==> src/rtl/jk_pkg.sv <==
// Shared defaults and J/K command encoding for the JK up/down counter.
package jk_pkg;

    localparam int WIDTH_DEF   = 4;
    localparam int MODULUS_DEF = 10;

    // J/K command, encoded as {J, K}.
    typedef enum logic [1:0] {
        HOLD   = 2'b00,
        RESET  = 2'b01,
        SET    = 2'b10,
        TOGGLE = 2'b11
    } jk_cmd_e;

endpackage : jk_pkg

==> src/rtl/jk_cell.sv <==
// Single JK flip-flop with asynchronous active-low reset and complementary outputs.
module jk_cell
    import jk_pkg::*;
(
    input  logic clk,
    input  logic rst_n,
    input  logic j,
    input  logic k,
    output logic q,
    output logic qb
);

    logic r_q;

    // Next state comes only from the J/K command; reset forces 0 immediately.
    always_ff @(posedge clk or negedge rst_n) begin
        if (!rst_n) begin
            // NOTE: sequential state uses <= so every flop samples pre-edge values.
            r_q <= 1'b0;
        end else begin
            case (jk_cmd_e'({j, k}))
                HOLD:    r_q <= r_q;
                RESET:   r_q <= 1'b0;
                SET:     r_q <= 1'b1;
                TOGGLE:  r_q <= ~r_q;
                default: r_q <= r_q;
            endcase
        end
    end

    assign q  = r_q;
    assign qb = ~r_q;

endmodule : jk_cell

==> src/rtl/jk_updown_counter.sv <==
// Modulo up/down counter built from JK cells: J/K steering, terminal count and a
// sticky wrap flag. Priority per edge is load > en > hold.
module jk_updown_counter
    import jk_pkg::*;
#(
    parameter int WIDTH   = WIDTH_DEF,
    parameter int MODULUS = MODULUS_DEF
) (
    input  logic             clk,
    input  logic             rst_n,
    input  logic             en,
    input  logic             up,
    input  logic             load,
    input  logic [WIDTH-1:0] d,
    input  logic             clr_wrap,
    output logic [WIDTH-1:0] q,
    output logic [WIDTH-1:0] qb,
    output logic             tc,
    output logic             wrap
);

    localparam logic [WIDTH-1:0] Q_MAX = WIDTH'(MODULUS - 1);

    logic [WIDTH-1:0] w_q;
    logic [WIDTH-1:0] w_qb;
    logic [WIDTH-1:0] w_j;
    logic [WIDTH-1:0] w_k;
    logic [WIDTH-1:0] w_load_val;
    logic             w_tc;
    logic             w_wrap_j;
    logic             w_wrap_k;
    logic             r_wrap;

    // Out-of-range load values saturate to the top of the count range.
    assign w_load_val = (int'(d) >= MODULUS) ? Q_MAX : d;

    // Terminal count: the next enabled edge in the current direction will wrap.
    assign w_tc = en & ~load & ((up & (w_q == Q_MAX)) | (~up & (w_q == '0)));

    // J/K steering: load, wrap, ripple-style toggle chain, or hold.
    always_comb begin
        logic v_chain;
        // NOTE: every output gets a default first so no path can infer a latch.
        w_j     = '0;
        w_k     = '0;
        v_chain = 1'b1;
        if (load) begin
            w_j = w_load_val;
            w_k = ~w_load_val;
        end else if (en) begin
            if (up && (w_q == Q_MAX)) begin
                w_j = '0;
                w_k = '1;
            end else if (!up && (w_q == '0)) begin
                w_j = Q_MAX;
                w_k = ~Q_MAX;
            end else begin
                // Bit i toggles when all lower bits are 1 (up) or all 0 (down).
                for (int i = 0; i < WIDTH; i++) begin
                    w_j[i]  = v_chain;
                    w_k[i]  = v_chain;
                    v_chain = v_chain & (up ? w_q[i] : ~w_q[i]);
                end
            end
        end
    end

    for (genvar g = 0; g < WIDTH; g++) begin : g_bit
        jk_cell u_cell (
            .clk   (clk),
            .rst_n (rst_n),
            .j     (w_j[g]),
            .k     (w_k[g]),
            .q     (w_q[g]),
            .qb    (w_qb[g])
        );
    end

    // Wrap flag in J/K form: a wrap sets it and wins over a simultaneous clear.
    assign w_wrap_j = w_tc;
    assign w_wrap_k = clr_wrap & ~w_tc;

    // Sticky wrap flag, cleared asynchronously by reset.
    always_ff @(posedge clk or negedge rst_n) begin
        if (!rst_n) begin
            r_wrap <= 1'b0;
        end else begin
            case (jk_cmd_e'({w_wrap_j, w_wrap_k}))
                HOLD:    r_wrap <= r_wrap;
                RESET:   r_wrap <= 1'b0;
                SET:     r_wrap <= 1'b1;
                TOGGLE:  r_wrap <= ~r_wrap;
                default: r_wrap <= r_wrap;
            endcase
        end
    end

    assign q    = w_q;
    assign qb   = w_qb;
    assign tc   = w_tc;
    assign wrap = r_wrap;

endmodule : jk_updown_counter

==> config.mk <==
export PLATFORM = sky130hd
export DESIGN_NAME = jk_updown_counter
export DESIGN_NICKNAME = d
export VERILOG_FILES = /design/src/rtl/jk_pkg.sv /design/src/rtl/jk_cell.sv /design/src/rtl/jk_updown_counter.sv
export SDC_FILE = /design/constraint.sdc
export NUM_CORES = 1
export LEC_CHECK = 0
export ABC_AREA = 1
export CORE_AREA = 2 2 39 41
export CTS_CLUSTER_SIZE = 16
export DETAILED_ROUTE_END_ITERATION = 10
export DIE_AREA = 0 0 41 43
export GPL_ROUTABILITY_DRIVEN = 0
export GPL_TIMING_DRIVEN = 1
export PLACE_DENSITY = 0.7
export REMOVE_ABC_BUFFERS = 1
export SYNTH_ARGS = -nofsm -noshare
export SYNTH_HDL_FRONTEND = slang
export SYNTH_HIERARCHICAL = 1
export SYNTH_SLANG_ARGS = --single-unit
export TNS_END_PERCENT = 1
==> constraint.sdc <==
create_clock -name clk -period 1.5 [get_ports clk]
set_input_delay 0.3 -clock clk [delete_from_list [all_inputs] [get_ports clk]]
set_output_delay 0.3 -clock clk [all_outputs]
set_load 0.005 [all_outputs]
; ---- Word level (Yosys, flattened, before mapping)
; Cells that the tools add are included.
[word_totals]
mem_count = 0
latchBits = 0
inputBits = 10
ram_bits = 0
word_cells = 65
romBits = 0
reg_bits = 5
[classes]
multipliers = 0
reduce_logical = 9
mux = 17
shift = 0
n_lt_le_gt_ge = 1
addsub = 0
div_mod_pow = 0
n_eq_ne = 16
n_bitwise = 17
[op_table]
columns = op, n
row1 = 4-bit two-way mux, 9
row2 = 2-bit == test (second input constant), 10
row3 = 1-bit one-hot mux with 3 select lines, 5
row4 = 2-bit by 1-bit == test with 1-bit output (second input constant), 5
row5 = 2-bit logical NOT, 5
row6 = 1-bit inverter, 8
row7 = 1-bit bitwise AND, 7
row8 = 4-bit == test (second input constant), 1
row9 = 4-bit greater-or-equal comparator (second input constant), 1
row10 = 4-bit logical NOT, 1
row11 = 4-bit inverter, 1
row12 = 1-bit two-way mux, 3
row13 = 1-bit logical AND, 2
row14 = 1-bit logical NOT, 1
row15 = 1-bit OR, 1

; ---- Logic depth before layout (Yosys ltp)
; Gate-level depths: netlist of the first run.
[depth]
depth_word = 10
mapped_depth = 9

; ---- By module
; Netlist of the first run, hierarchy kept.
[modules_own_cells]
columns = module, seq_area_each_um2, cells_per_inst, n_inst, area_each_um2
row1 = jk_updown_counter, 25.0, 52, 1, 291.5
row2 = jk_cell, 25.0, 6, 4, 48.8

; ---- Least setup slack after synthesis of the first run
; No wires, ideal clock.
[synth_path]
path_kind = register -> output
startpoint = register g_bit[0].u_cell.r_q
endpoint = output port tc
path_stages_with_launch = 6
t_required_ns = 1.200
setup_slack_ns = 0.271
path_buffers = 0
arrival_ns = 0.929
path_cell_list = dfrtp_1 > nor2_2 > nand3_2 > nand2_1 > nand2_2 > inv_1
[synth_via]
elab_chain_len = 4
word_cells_on_any_way = 6
cone_classes = eq/ne (1) / bitwise (4) / reduce/logical (1)
[synth_rtl]
columns = element, line_no
row1 = from (decl), jk_cell.sv:13  ; logic r_q;
row2 = from (signal assigned), jk_cell.sv:22  ; HOLD: r_q <= r_q;
row3 = from (signal assigned), jk_cell.sv:25  ; TOGGLE: r_q <= ~r_q;
row4 = from (signal assigned), jk_cell.sv:26  ; default: r_q <= r_q;
row5 = 4-bit == test or 4-bit logical NOT (tied branches), jk_updown_counter.sv:38  ; assign w_tc = en & ~load & ((up & (w_q == Q_MAX)) | (~up & (w_q == '0)));
row6 = 1-bit bitwise AND, jk_updown_counter.sv:38
row7 = 1-bit OR (*), jk_updown_counter.sv:38
row8 = 1-bit bitwise AND (*), jk_updown_counter.sv:38
row9 = to (decl), jk_updown_counter.sv:18  ; output logic tc,
; Mark *: on every way between the ends. The rest lies on a longest branch, timed or not.

; ---- Final worst setup path of the first run
; Same ends and word-level chain as after synthesis.

==> results of run 1 <==
[sequential cells by signal (all words and copies together), names as in the netlist]
name,cells
g_bit.u_cell/q,4
wrap,1
[kinds of logic after synthesis]
| logic type | Yosys count | share of synthesized area, % |
|---|---|---|
| buffers and inverters | 18 | 15.42 |
| flip-flops | 5 | 25.71 |
| AND/OR/NAND/NOR | 46 | 49.10 |
| AO/OA/AOI/OAI | 7 | 9.770 |
[how the worst max path moves through the flow]
stage	depth (start not counted)	slack [ns]	to
after global placement	8	-0.52	tc
after global routing	6	-0.04	tc
after detailed placement	8	-0.55	tc
after floorplan	5	0.27	tc
after CTS	6	0.002	tc
final	6	0.04	tc
[per-stage QoR]
stage          setup TNS (ns)  setup WS, ns  total power (uW)  area, um2
2_1_floorplan               0        0.2708             483.1      475.5
3_3_place_gp          -0.9489       -0.5177             820.2      768.2
3_5_place_dp           -1.049       -0.5495             833.3      768.2
4_1_cts                     0      0.001992              1005      822.0
5_1_grt              -0.03520      -0.03520              1095      830.8
6_report                    0       0.03533              1007      830.8
[final cells by class]
type | instances | area share [%]
clock buffers | 4 | 3.163
inverters | 17 | 7.681
multi-input cells | 53 | 35.99
flip-flops and latches | 5 | 15.21
well taps | 16 | 2.410
repair buffers | 33 | 35.54
[synthesized netlist by cell type (all sizes together)]
library cell / instances / area [um2]
nor2: 4 / 36.28
inv: 17 / 63.81
nand4: 1 / 6.260
nand2: 33 / 146.4
buf: 1 / 11.26
nand3: 8 / 50.05
o21bai: 1 / 7.510
o21ai: 5 / 32.53
dfrtp: 5 / 125.1
o211ai: 1 / 7.510
[per-layer routing]
metal  wire, um  GRT usage (%)  vias to the layer above
met4          0          4.000                        0
met1        506          19.94                      256
met2        670          29.38                       22
met5          0              0                        -
met3         75          9.424                        0
li1           -              -                      302
[layout by cell type, fill, tap and decap left out, drive strengths merged]
| master | instances |
|---|---|
| nand3 | 8 |
| inv | 17 |
| nand4 | 1 |
| o211ai | 1 |
| dfrtp | 5 |
| dlymetal6s2s | 1 |
| clkdlybuf4s50 | 7 |
| nand2 | 33 |
| nor2 | 4 |
| buf | 15 |
| o21bai | 1 |
| dlygate4sd2 | 10 |
| o21ai | 5 |
| clkbuf | 4 |
[power by group through the flow]
stage          sequential [uW]  combinational [uW]  clock (uW)
2_1_floorplan              249                 234           0
3_3_place_gp               222                 598           0
3_5_place_dp               224                 610           0
4_1_cts                    236                 607         161
5_1_grt                    249                 676         169
6_report                   242                 609         156
[repair_timing]
| item | CTS | global route |
|---|---|---|
| cloned | 0 | 0 |
| buffers inserted | 3 | 0 |
| resized for setup | 21 | 4 |
| pin swaps | 5 | 2 |
| setup endpoints to repair | 9 | 1 |
==> flow_summary.yaml, run 1 <==
status:
  status: "completed"
worst_setup_path:
  crit_family: "flip-flops"
  r2r_end: "g_bit[2].u_cell/q"
  cp-end-kind: "primary output"
  crit_buf_inv: 2
  cpMostUsedCell: "nand2_2"
  crit_slowest_cell: "dfrtp_2"
  start_kind: "register"
  slowest_delay_ns: 0.44
  cp-startpoint: "g_bit[0].u_cell/q"
  rrSetupSlack_ns: 0.16
  cp_data_arrival_time_ns: 1.16
  cp_max_fo: 5
  r2r_cells: 10
  critical_path_class: "reg -> out"
  crit_path_cell_trace: "nor2_4 -> nand3_2 -> nand2_2 -> nand2_2 -> inv_1 -> buf_2"
  rr_startpoint: "g_bit[2].u_cell/q"
  cp.required_ns: 1.20
grt:
  grt_pass1_wl_um: 2083
  grt_pass1_vias: 529
  track_usage_pct: 18.07
  grt_max_degree: 8
  antenna_found_initial: 0
  grt-ovfl-total: 0
floorplan:
  core_um2: 1384
  rows: 14
  io-pin-count: 20
  die_x_um: 41
  dieArea_um2: 1763
  start_util_pct: 35.17
  die_h_um: 43
logic_synthesis:
  synth_seq_cells: 5
  yosysSeqAreaShare_pct: 25.71
  ys_warn_count: 6
  synth_area_per_cell_um2: 6.404
  synth_area_um2: 486.7
  netlist_instances: 76
  synth_cell_type_count: 17
clocking:
  numCtsBuffers: 3
  cts_sinks: 5
  cts-root-buf: "clkbuf_4"
  cts_max_level: 1
  clkTransAtPathRegs_ns: 0.04
  clkLatencyLatePin_ns: 0.25
  cts_tree: "yes"
  cts_hold_buf: 0
  clock_path_buffers: 2
power_and_ir_drop:
  p_int_uw: 613.1
  ir_drop_mv: 0.9329
  switching_share_pct: 39.14
  powerDensity_nw_per_um2: 1213
  seq_power_share_pct: 24.1
  p_sw_uw: 394.4
  p_leak_uw: 0.0004763
  combinationalPowerShare_pct: 60.4
  clkPwrFrac_pct: 15.5
sta:
  relSlewSlack_pct: 84.09
  tightest_slew_ns: 0.2362
  fin_crit_sh_pct: 97.64
  drv_slew: 0
  timing.hold.ws_ns: 0.2801
  rsz0062_at_grt: "true"
  period_minus_slack_ns: 1.465
  finClkSkew_ns: 0.004792
  max_freq_ghz: 0.6827
  setup_viol: 0
  hold_violations: 0
route:
  drcViolationCount: 0
  ant_nets: 0
  wl_per_cell_um: 9.781
  drt-initial-drc-count: 15
  drt_wl_total_um: 1252
  vias: 580
  vias_per_cell: 4.531
  first_pass_iters: 4
place:
  dp.cells: 121
  io_buffers: 19
  dp_hpwl_um: 1005
final_layout:
  multi_input_area_um2: 299.0
  final_cells: 128
  seq_area_um2: 126.4
  diodes: 0
  fin_util_pct: 60.04
  nets: 123
  fillers: 131
  syn2layout_area_growth_pct: 70.69
  drive_gt1_share_pct: 37.50
hold_path:
  hp-class: "in -> async"
run:
  cap_violations: 0
No activity file was read; power rests on OpenSTA's default activity.
==> run 2: changes to the inputs <==
CORE_AREA = default   (was 2 2 39 41)
CORE_UTILIZATION = 35   (was default)
DIE_AREA = default   (was 0 0 41 43)
PLACE_DENSITY = 0.67   (was 0.7)
==> flow_summary.yaml, run 2 (same netlist as run 1, synthesis figures left out) <==
power_and_ir_drop:
  p_leak_uw: 0.0005493
  clkPwrFrac_pct: 13.8
  switching_share_pct: 40.06
  combinationalPowerShare_pct: 68.3
  p_sw_uw: 490.2
  seq_power_share_pct: 17.9
  p_int_uw: 733.4
  ir_drop_mv: 0.6246
  powerDensity_nw_per_um2: 1265
final_layout:
  drive_gt1_share_pct: 45.90
  largest_reg_flops: 4
  syn2layout_area_growth_pct: 98.71
  layout_common_cells: "20 x nand2_1, 16 x buf_4, 12 x inv_1, 10 x nand2_2"
  nets: 133
  diodes: 0
  final_common_cell: "nand2_1"
clocking:
  cts_hold_buf: 0
  cts-root-buf: "clkbuf_4"
  numCtsBuffers: 3
  clock_path_buffers: 2
  clkTransAtPathRegs_ns: 0.05
  cts_sinks: 5
  clkLatencyLatePin_ns: 0.26
  cts_max_level: 1
  cts_tree: "yes"
route:
  wl_met1_um: 640
  drcViolationCount: 1
  vias: 643
  vias_per_cell: 4.693
  drt-initial-drc-count: 12
  dr_wl_met3_um: 84
  ant_nets: 0
  drt_wl_total_um: 1623
  wl_per_cell_um: 11.85
  met2_length_um: 848
  top_layer_used: "met4"
  first_pass_iters: 7
grt:
  grt_pass1_vias: 528
  track_usage_pct: 22.42
  grt_pass1_wl_um: 2125
  antenna_found_initial: 0
  grt_max_degree: 8
  grt-ovfl-total: 0
worst_setup_path:
  critical_path_class: "reg -> out"
  cp_data_arrival_time_ns: 1.32
  slowest_delay_ns: 0.42
  crit_slowest_cell: "dfrtp_1"
  r2r_cells: 12
  crit_buf_inv: 3
  path_depth: 7
  cp-end-kind: "primary output"
  cp_max_fo: 2
  start_kind: "register"
  crit_path_cell_trace: "nor2_4 -> nand3_4 -> buf_6 -> nand2_4 -> nand2_4 -> inv_2 -> buf_6"
  crit_family: "flip-flops"
  cp.required_ns: 1.20
sta:
  max_freq_ghz: 0.6169
  setup_viol: 4
  relSlewSlack_pct: 77.34
  tns_ns: -0.2309
  finClkSkew_ns: 0.002195
  hold_violations: 0
  period_minus_slack_ns: 1.621
  rsz0062_at_grt: "true"
  tightest_slew_ns: 0.3363
  timing.hold.ws_ns: 0.2825
  layout_setup_ws_ns: -0.1210
  fin_crit_sh_pct: 108.1
  drv_slew: 0
floorplan:
  dieArea_um2: 1544
  rows: 13
  core_um2: 1301
  io-pin-count: 20
  die_h_um: 39.29
  die_x_um: 39.29
  start_util_pct: 37.40
place:
  io_buffers: 19
  dp_hpwl_um: 1001
hold_path:
  hp-class: "in -> async"
status:
  status: "finished with violations"
  violations: "design-rule violations, negative setup slack"
run:
  cap_violations: 0
run 2: cell count changes in the layout (fill, tap and decap cells not counted), sizes merged:
cell           change
dlymetal6s2s       -1
clkdlybuf4s50      +2
clkbuf             +1
buf               +10
dlygate4sd2        -2
run 2: path summary, 6_finish.rpt:
kind / startpoint / slack (ns) / end
max in group asynchronous: rst_n / 1.00 / g_bit[3].u_cell/q
worst min register to register: wrap / 0.52 / wrap
worst max register to register: g_bit[2].u_cell/q / -0.05 / g_bit[3].u_cell/q
worst min-delay path: rst_n / 0.28 / g_bit[0].u_cell/q
min in group clk: wrap / 0.52 / wrap
worst max-delay path: g_bit[2].u_cell/q / -0.12 / tc
run 2: metal layers:
layer	up-vias	GRT usage, %
met4	0	10.34
met5	-	0
met3	7	8.523
li1	328	-
met2	16	39.58
met1	292	23.02
run 2: worst register-to-register path, cell delays in order, from the launching register on:
cell and delay, ns:
dfrtp_1 0.42, nor2_4 0.18, nand3_4 0.10, buf_6 0.13, buf_6 0.10, buf_6 0.10
buf_6 0.12, nand3_2 0.05, nand2_2 0.05, nand2_1 0.06, inv_1 0.04, nand2_1 0.06
nand2_2 0.04
run 2: power groups by stage:
stage | combinational [uW] | clock, uW | sequential [uW]
6_report | 836 | 169 | 219
5_1_grt | 902 | 175 | 223
3_5_place_dp | 607 | 0 | 225
3_3_place_gp | 600 | 0 | 223
2_1_floorplan | 234 | 0 | 249
4_1_cts | 733 | 166 | 219
run 2: stage by stage:
stage	utilization [%]	power (uW)	instances	worst slack (ns)	cell area (um2)
after floorplan	-	483.1	75	0.2708	475.5
after global placement	59.52	822.8	121	-0.4958	774.5
after detailed placement	59.52	832.0	121	-0.5263	774.5
after CTS	69.42	1118	135	-0.06101	903.4
after global routing	74.33	1300	137	-0.1665	967.2
final	74.33	1224	137	-0.1210	967.2
run 2: repair_timing:
| action | CTS | global route |
|---|---|---|
| setup endpoints to repair | 9 | 5 |
| hold endpoints to repair | 0 | 0 |
| resized for setup | 23 | 15 |
| pin swaps | 7 | 7 |
| buffers inserted | 12 | 2 |
run 2: cell type report:
cell class              instances  area, um2
well taps                      15      18.77
inverters                      17      63.81
multi-input cells              53      346.6
flip-flops and latches          5      125.1
clock buffers                   4      26.28
fillers                       107      334.1
repair buffers                 43      386.6
==> run 3: changes to the inputs <==
ABC_AREA = default   (was 1)
CORE_AREA = 2 2 39 41   (was default)
CORE_UTILIZATION = default   (was 35)
CTS_CLUSTER_DIAMETER = 40   (was default)
DIE_AREA = 0 0 41 43   (was default)
PLACE_DENSITY = default   (was 0.67)
==> flow_summary.yaml, run 3 <==
grt:
  antenna_found_initial: 0
  busiest_layer: "met2"
  grt_max_degree: 10
  track_usage_pct: 17.83
  grtUsageMet2_pct: 28.44
  grt.met1_usage_pct: 21.85
  grtUsageMet3_pct: 3.665
  grt_pass1_wl_um: 2070
  grt_pass1_vias: 484
  grt-ovfl-total: 0
final_layout:
  syn2layout_area_growth_pct: 104.6
  nets: 109
  multi_input_area_um2: 289.0
  final_common_cell: "buf_4"
  drive_gt1_share_pct: 38.78
  seq_area_um2: 125.1
  fillers: 130
  fin_util_pct: 59.95
  largest_reg_flops: 4
  layout_common_cells: "17 x buf_4, 9 x clkdlybuf4s50_1, 8 x nor2_1, 8 x dlygate4sd2_1, 7 x inv_1"
  diodes: 0
logic_synthesis:
  synth_compound_area_share_pct: 30.56
  synth_top_family_by_area: "compound AO/OA/AOI/OAI gates"
  synth_edf_count: 0
  yosysMostFrequentCell: "nor2_1"
  yosys.area_share.simple_pct: 29.94
  synth_cell_type_count: 24
  synth_area_per_cell_um2: 7.507
  synthAdderAreaFrac_pct: 0
  ys_warn_count: 6
  netlist_instances: 54
  synth.mux.area_fraction_pct: 0
  synth_ff_type: "dfrtp_1"
  synthTopCellsByArea: "dfrtp_1 31%, a21oi_1 8.6%, nor2_1 7.4%"
  synthTopCellsByCount: "8 x nor2_1, 7 x a21oi_1, 7 x inv_1"
  synthArstFlopShare_pct: 100.0
  synth_seq_cells: 5
  synth_top_area_share_pct: 30.86
  synth_xor_area_share_pct: 2.160
  synth_area_um2: 405.4
  synth_top_area_cell: "dfrtp_1"
  yosysSeqAreaShare_pct: 30.86
sta:
  layout_setup_ws_ns: -0.04846
  tns_ns: -0.1225
  drv_slew: 0
  relSlewSlack_pct: 84.80
  rsz0062_at_grt: "true"
  tightest_slew_ns: 0.2256
  finClkSkew_ns: 0.004042
  hold_violations: 0
  fin_crit_sh_pct: 103.2
  period_minus_slack_ns: 1.548
  timing.hold.ws_ns: 0.2812
  setup_viol: 4
  max_freq_ghz: 0.6458
worst_setup_path:
  start_kind: "register"
  critical_path_class: "reg -> reg"
  cp_data_arrival_time_ns: 1.71
  crit_family: "simple AND/OR/NAND/NOR gates"
  slowest_delay_ns: 0.51
  r2r_cells: 5
  crit_slowest_cell: "or4_4"
  cp.required_ns: 1.66
  cp-end-kind: "register"
  crit_path_cell_trace: "buf_6 -> or4_4 -> o21ai_4 -> nand2_1 -> a21oi_2"
  path_depth: 5
  cp_max_fo: 6
  crit_buf_inv: 1
place:
  dp_hpwl_um: 994.4
  io_buffers: 19
status:
  violations: "negative setup slack"
  status: "finished with violations"
clocking:
  cts_max_level: 1
  numCtsBuffers: 3
  cts-root-buf: "clkbuf_4"
  clkLatencyLatePin_ns: 0.23
  cts_hold_buf: 0
  cts_tree: "yes"
  clkTransAtPathRegs_ns: 0.04
  clock_path_buffers: 2
  cts_sinks: 5
power_and_ir_drop:
  ir_drop_mv: 0.9818
  clkPwrFrac_pct: 13.0
  total_power_uw: 1142
  powerDensity_nw_per_um2: 1377
  p_int_uw: 724.1
  p_sw_uw: 418.3
  p_leak_uw: 0.0004002
  combinationalPowerShare_pct: 68.4
  seq_power_share_pct: 18.7
  switching_share_pct: 36.62
route:
  wl_per_cell_um: 12.63
  drcViolationCount: 0
  drt-initial-drc-count: 14
  vias: 564
  first_pass_iters: 4
  drt_wl_total_um: 1440
  ant_nets: 0
  vias_per_cell: 4.947
floorplan:
  dieArea_um2: 1763
  rows: 14
  die_h_um: 43
  die_x_um: 41
  io-pin-count: 20
  core_um2: 1384
  start_util_pct: 29.29
hold_path:
  hp-class: "in -> async"
run:
  cap_violations: 0
==> run 3: power groups by stage <==
stage | sequential, uW | combinational [uW] | clock [uW]
floorplan | 273 | 191 | 0
global placement | 216 | 659 | 0
detailed placement | 216 | 660 | 0
CTS | 212 | 671 | 155
global route | 219 | 841 | 159
finish | 213 | 781 | 148
==> run 3: area by class of cell <==
| type | count | area share [%] |
|---|---|---|
| multi-input cells | 42 | 34.84 |
| well taps | 16 | 2.413 |
| repair buffers | 40 | 41.33 |
| inverters | 7 | 3.167 |
| flip-flops and latches | 5 | 15.08 |
| clock buffers | 4 | 3.167 |
==> run 3: path summary, 6_finish.rpt <==
path	from	to	slack [ns]
max	g_bit[0].u_cell/q	g_bit[0].u_cell/q	-0.05
min	rst_n	wrap	0.28
max reg2reg	g_bit[0].u_cell/q	g_bit[0].u_cell/q	-0.05
min reg2reg	wrap	wrap	0.56
max in group asynchronous	rst_n	g_bit[3].u_cell/q	1.03
min in group clk	wrap	wrap	0.56
==> run 3: kinds of logic (layout without fill, tap and decap cells) <==
kind of cell	Yosys count	after routing
compound gates	19	19
xor+xnor	1	1
buf+inv	7	51
flops	5	5
simple gates	22	22
==> run 3: repair_timing <==
action | in CTS | in global routing
endpoints found under the setup margin | 13 | 5
pin swaps | 1 | 10
gates resized for setup | 17 | 10
setup buffers | 2 | 6
==> run 3: through the flow <==
step | instances | setup slack [ns] | area, um2
3_5_place_dp | 102 | -0.5256 | 713.2
6_report | 114 | -0.04846 | 829.5
4_1_cts | 108 | -0.1478 | 769.5
3_3_place_gp | 102 | -0.5208 | 713.2
5_1_grt | 114 | -0.1056 | 829.5
2_1_floorplan | 54 | 0.08621 | 405.4
==> run 3: per-layer routing <==
metal,share of wire [%],vias to the layer above
met4,0,0
li1,-,278
met2,54,21
met1,40,265
met5,0,-
met3,6.2,0
